**config.mk**
```make
export PLATFORM = sky130hd
export DESIGN_NAME = stream_demultiplexer
export DESIGN_NICKNAME = d
export VERILOG_FILES = /design/src/rtl/stream_demultiplexer.sv
export SDC_FILE = /design/constraint.sdc
export NUM_CORES = 1
export LEC_CHECK = 0
export CORE_ASPECT_RATIO = 0.75
export CORE_MARGIN = 3
export CORE_UTILIZATION = 30
export CTS_CLUSTER_DIAMETER = 200
export DETAILED_ROUTE_END_ITERATION = 16
export PLACE_DENSITY = 0.58
export SLEW_MARGIN = 20
export SYNTH_ARGS = -nofsm -noshare
export SYNTH_HDL_FRONTEND = slang
export SYNTH_SLANG_ARGS = --single-unit
export TNS_END_PERCENT = 1
```
**constraint.sdc**
```tcl
create_clock -name clk -period 4.75 [get_ports clk]
set_clock_uncertainty 0.1 [all_clocks]
set_input_delay 0.95 -clock clk [delete_from_list [all_inputs] [get_ports clk]]
set_output_delay 0.95 -clock clk [all_outputs]
set_load 0.03 [all_outputs]
```
**src/rtl/stream_demultiplexer.sv**
```systemverilog
// 1:4 registered stream demultiplexer: each input beat is routed to one of four
// one-entry output registers selected by {address1, address0}.
module stream_demultiplexer #(
    parameter int WIDTH = 8
) (
    input  logic             clk,
    input  logic             reset_n,
    input  logic             in_valid,
    output logic             in_ready,
    input  logic [WIDTH-1:0] in_data,
    input  logic             address0,
    input  logic             address1,
    output logic [3:0]       out_valid,
    input  logic [3:0]       out_ready,
    output logic [WIDTH-1:0] out_data0,
    output logic [WIDTH-1:0] out_data1,
    output logic [WIDTH-1:0] out_data2,
    output logic [WIDTH-1:0] out_data3,
    output logic [7:0]       drop_count
);

    typedef enum logic {
        EMPTY = 1'b0,
        FULL  = 1'b1
    } chan_state_t;

    chan_state_t      state_p1 [4];
    logic [WIDTH-1:0] data_p1  [4];
    logic [1:0]       sel;
    logic             write;

    function automatic logic [7:0] sat_inc(input logic [7:0] value);
        return (value == 8'hFF) ? value : value + 8'd1;
    endfunction

    assign sel      = {address1, address0};
    // A full channel can still take a beat when its consumer drains it this cycle.
    assign in_ready = !out_valid[sel] | out_ready[sel];
    assign write    = in_valid & in_ready;

    // Stage p1: per-channel output registers and backpressure counter
    always_ff @(posedge clk or negedge reset_n) begin
        if (!reset_n) begin
            for (int k = 0; k < 4; k++) begin
                state_p1[k] <= EMPTY;
                data_p1[k]  <= '0;
            end
            drop_count <= 8'd0;
        end else begin
            for (int k = 0; k < 4; k++) begin
                if (write && (sel == 2'(k))) begin
                    state_p1[k] <= FULL;
                    data_p1[k]  <= in_data;
                end else if (out_ready[k]) begin
                    state_p1[k] <= EMPTY;
                end
            end
            if (in_valid && !in_ready) begin
                drop_count <= sat_inc(drop_count);
            end
        end
    end

    always_comb begin
        out_valid = 4'b0000;
        for (int k = 0; k < 4; k++) begin
            out_valid[k] = (state_p1[k] == FULL);
        end
    end

    assign out_data0 = data_p1[0];
    assign out_data1 = data_p1[1];
    assign out_data2 = data_p1[2];
    assign out_data3 = data_p1[3];

endmodule
```
==> qor_table.md <==
| Step | Result | This run |
| --- | --- | --- |
| placement | Total half-perimeter wirelength after legalization and detailed placement | 2970 um |
| cells and area | Utilization of the core after routing | 46.4% |
| sta | Fin crit share | 81.7% |
| synth | Main flop type after synthesis | sky130_fd_sc_hd__dfrtp_1 |
| clock tree | Cts-stage hold buffer count | 0 |
| synth | Count leader, synth | sky130_fd_sc_hd__dfrtp_1 |
| clock tree | Register clock-pin slew on the reported worst setup and hold paths | 0.07 ns |
| critical path | Depth of the worst register-to-register path | 4 |
| critical path | Worst Setup SP | address1 |
| die | Floorplan die height | 72.5 um |
| job | Maxcap violations | 0 |
| critical path | Required time at the worst-slack endpoint | 3.70 ns |
| placement | IO buf count | 61 |
| die | Die Footprint | 6870 um2 |
| clock tree | Max H-tree Level | 2 |
| cells and area | Area growth from synthesis to final layout | 44.7% |
| sta | Time the final worst path needs with I/O delays and setup | 3.88 ns |
| hold path | Class of the most critical hold timing path | reg -> reg |
| power | Maximum ir drop on the vdd rail | 0.215 mV |
| power | Combinational Power Share | 36.9% |
| cells and area | Fill cell instance count of the final layout | 516 |
| power | Total power consumption of the routed design | 1.17 mW |
| die | Row Count | 23 |
| clock tree | Number of buffers inserted to repair setup after CTS | 0 |
| route | Number of DRC markers in iteration 0 | 36 |
| route | Wirelength, routed | 4140 um |
| critical path | R2R Setup Slk | 2.72 ns |
| synth | Portion of the post-synthesis area used by sequential elements | 62.2% |
| placement | DP Worst Slack | 0.865 ns |
| clock tree | Number of gates given a new drive strength after cts | 0 |
| critical path | Critical path capture point type | output port |
| cells and area | N_diodes | 0 |
| synth | Post-synth EDFFs | 0 |
| critical path | Reg2Reg Launch Point | out_valid[3] |
| power | Clock power frac | 20.1% |
| clock tree | Clock tree from TritonCTS | done |
| clock tree | Clock Root Buffer | sky130_fd_sc_hd__clkbuf_8 |
| critical path | Critical register-to-register path endpoint | drop_count[1] |
| critical path | Worst path arrival time | 2.83 ns |
| cells and area | Final Net Count | 205 |
| die | X dimension of the die | 94.7 um |
| synth | Share of synthesized cell area in and, or, nand and nor gates | 9.54% |
| synth | Cell types with the largest area share after synthesis | sky130_fd_sc_hd__dfrtp_1 (62%), sky130_fd_sc_hd__mux2_2 (17%), sky130_fd_sc_hd__mux2_1 (3.2%), sky130_fd_sc_hd__xor2_1 (3.0%), sky130_fd_sc_hd__nand2_1 (1.7%) |
| critical path | Critical path capture point | in_ready |
| grt | Wire length of the first global-routing pass | 6700 um |
| route | Vias per inst | 4.58 |
| sta | Slew Limit Fails | 0 |
| sta | RSZ-0062 raised after global routing | no |
| synth | Library cell with the largest summed area after synthesis | sky130_fd_sc_hd__dfrtp_1 |
| critical path | Maximum fanout along the worst path | 8 |
| route | Final routed wire length divided by cell count | 15.7 um |
| grt | Largest net degree at the start of global routing | 45 |
| sta | Setup-violating endpoint count in the final report | 0 |
| cells and area | Proportion of layout cells with a drive suffix above 1 | 20.7% |
| grt | Total track usage | 13.1% |
| synth | Share of synthesized cell area in full adder, half adder and majority cells | 0.707% |
| route | Count of vias placed by the detailed router | 1205 |
| grt | Vias in the first global route | 1292 |
| sta | Worst Slack Setup Final | 0.871 ns |
| grt | Antenna violations before repair | 0 |
| synth | Synthesized cell area | 1770 um2 |
| die | Initial Utilization | 32.0% |
| clock tree | CTS Buf Count | 5 |
| power | Cell Pwr Density | 457 nW/um2 |
| synth | Area fraction in compound gates after synthesis | 0.565% |
| synth | Library cells used by synthesis | 22 |
| synth | Synthesized net count | 139 |
| synth | Synth Area per Inst | 14.6 um2 |
| sta | Hold Vio Cnt, Final | 0 |
| synth | Yosys top cell area share | 62.2% |
| placement | Placer's final routability congestion estimate | 0.843 |
| run status | Run status | completed |
| synth | Multiplexer share of the synthesized area | 22.5% |
| route | DRC errors left | 0 |
| critical path | CP Class | in -> out |
| clock tree | Clock latency on the worst-skew pair | 0.29 ns |
| power | Switching power summed over all nets | 0.404 mW |
| cells and area | Filler-free cell count of the finished design | 263 |
| placement | Dpl cells | 254 |
| synth | Synth top cells by count | sky130_fd_sc_hd__dfrtp_1 (44), sky130_fd_sc_hd__mux2_2 (27), sky130_fd_sc_hd__nand2_1 (8), sky130_fd_sc_hd__xor2_1 (6), sky130_fd_sc_hd__mux2_1 (5) |
| synth | Async set or reset register ratio after synthesis | 100% |
| sta | Actual transition at the worst max-transition pin | 0.857 ns |
| sta | Max-slew headroom at the worst pin | 42.8% |
| synth | Area share of xor/xnor cells in the synthesized design | 3.46% |
| clock tree | Maximum clock insertion buffer count | 2 |
| sta | Sum of negative setup slack | 0 ns |
| power | Switching Fraction | 34.6% |
| grt | Total gr overflow | 0 |
| synth | Number of warning messages in the yosys log | 0 |
| power | Internal power | 0.765 mW |
| route | TritonRoute pass-1 iters | 4 |
| die | Core area | 5530 um2 |
| power | Lkg Pwr | 1.08 nW |
| synth | Post-synthesis register bit count | 44 |
| route | Residual antenna-violating net count after detailed routing | 0 |
| power | Portion of total power attributed to sequential cells | 42.9% |
| critical path | CP startpoint kind | input pin |
| die | Count of pins on the block boundary | 62 |
| clock tree | Clock sinks | 44 |
| synth | Largest family of logic cells by synthesized area | multiplexers |
| sta | F_max | 258 MHz |
| synth | Syn Inst Count | 121 |
[critical path: stages]
cell                              delay, ns
sky130_fd_sc_hd__clkdlybuf4s50_1       0.61
sky130_fd_sc_hd__mux4_2                0.64
sky130_fd_sc_hd__clkdlybuf4s50_1       0.63
[worst min path at each step]
stage / startpoint / to / slack, ns / cells past startpoint
floorplan: reset_n / drop_count[0] / 0.55 / 0
global placement: out_data1[0] / out_data1[0] / 0.37 / 1
detailed placement: out_data1[0] / out_data1[0] / 0.39 / 1
CTS: drop_count[7] / drop_count[7] / 0.40 / 1
global route: out_data1[0] / out_data1[0] / 0.42 / 1
finish: drop_count[6] / drop_count[6] / 0.40 / 1
[layout make-up]
cell class	count	area, um2	area share [%]
flip-flops and latches	44	1100	43.0
multi-input cells	74	651	25.4
repair buffers	62	626	24.4
well taps	75	93.8	3.66
clock buffers	8	90.1	3.52
[cells in the final DEF (no fill, tap or decap), types with 3 or more instances in the layout]
master,n
sky130_fd_sc_hd__nor4_1,4
sky130_fd_sc_hd__nand2_1,8
sky130_fd_sc_hd__xor2_1,6
sky130_fd_sc_hd__dfrtp_1,44
sky130_fd_sc_hd__nand2b_1,4
sky130_fd_sc_hd__nand4_1,3
sky130_fd_sc_hd__clkdlybuf4s50_1,60
sky130_fd_sc_hd__mux2_1,5
sky130_fd_sc_hd__nand3_1,3
sky130_fd_sc_hd__clkbuf_8,6
sky130_fd_sc_hd__mux2_2,27
[cell families after synthesis]
kind of cell	count (synthesis)
DFF	44
muxes	34
buffers and inverters	3
AOI/OAI and AO/OA	2
xor gates and xnor gates	7
and+or+nand+nor	30
adders and majority gates	1
[stage by stage]
step	hold slack, ns	area [um2]
finish	0.397	2560
global route	0.421	2560
CTS	0.404	2540
detailed placement	0.388	2450
global placement	0.374	2450
floorplan	0.554	1770
[power by group through the flow]
stage / Clock, mW / Combinational, mW / Sequential (mW)
floorplan: 0 / 0.0880 / 0.649
global placement: 0 / 0.429 / 0.506
detailed placement: 0 / 0.433 / 0.507
CTS: 0.245 / 0.435 / 0.502
global route: 0.254 / 0.457 / 0.514
finish: 0.236 / 0.432 / 0.502
[registers in the layout, summed over array words and instances (netlist names)]
name / count
drop_count: 8
out_data0: 8
out_data1: 8
out_data2: 8
out_data3: 8
out_valid: 4
[metal layers]
metal / track usage (%) / up-vias / share of wire [%]
met4: 3.84 / 0 / 0.82
li1: - / 563 / -
met2: 19.0 / 43 / 44
met1: 18.0 / 594 / 47
met5: 0 / - / 0
met3: 5.28 / 5 / 7.9
Note: power is estimated with default switching activity, not from simulation.
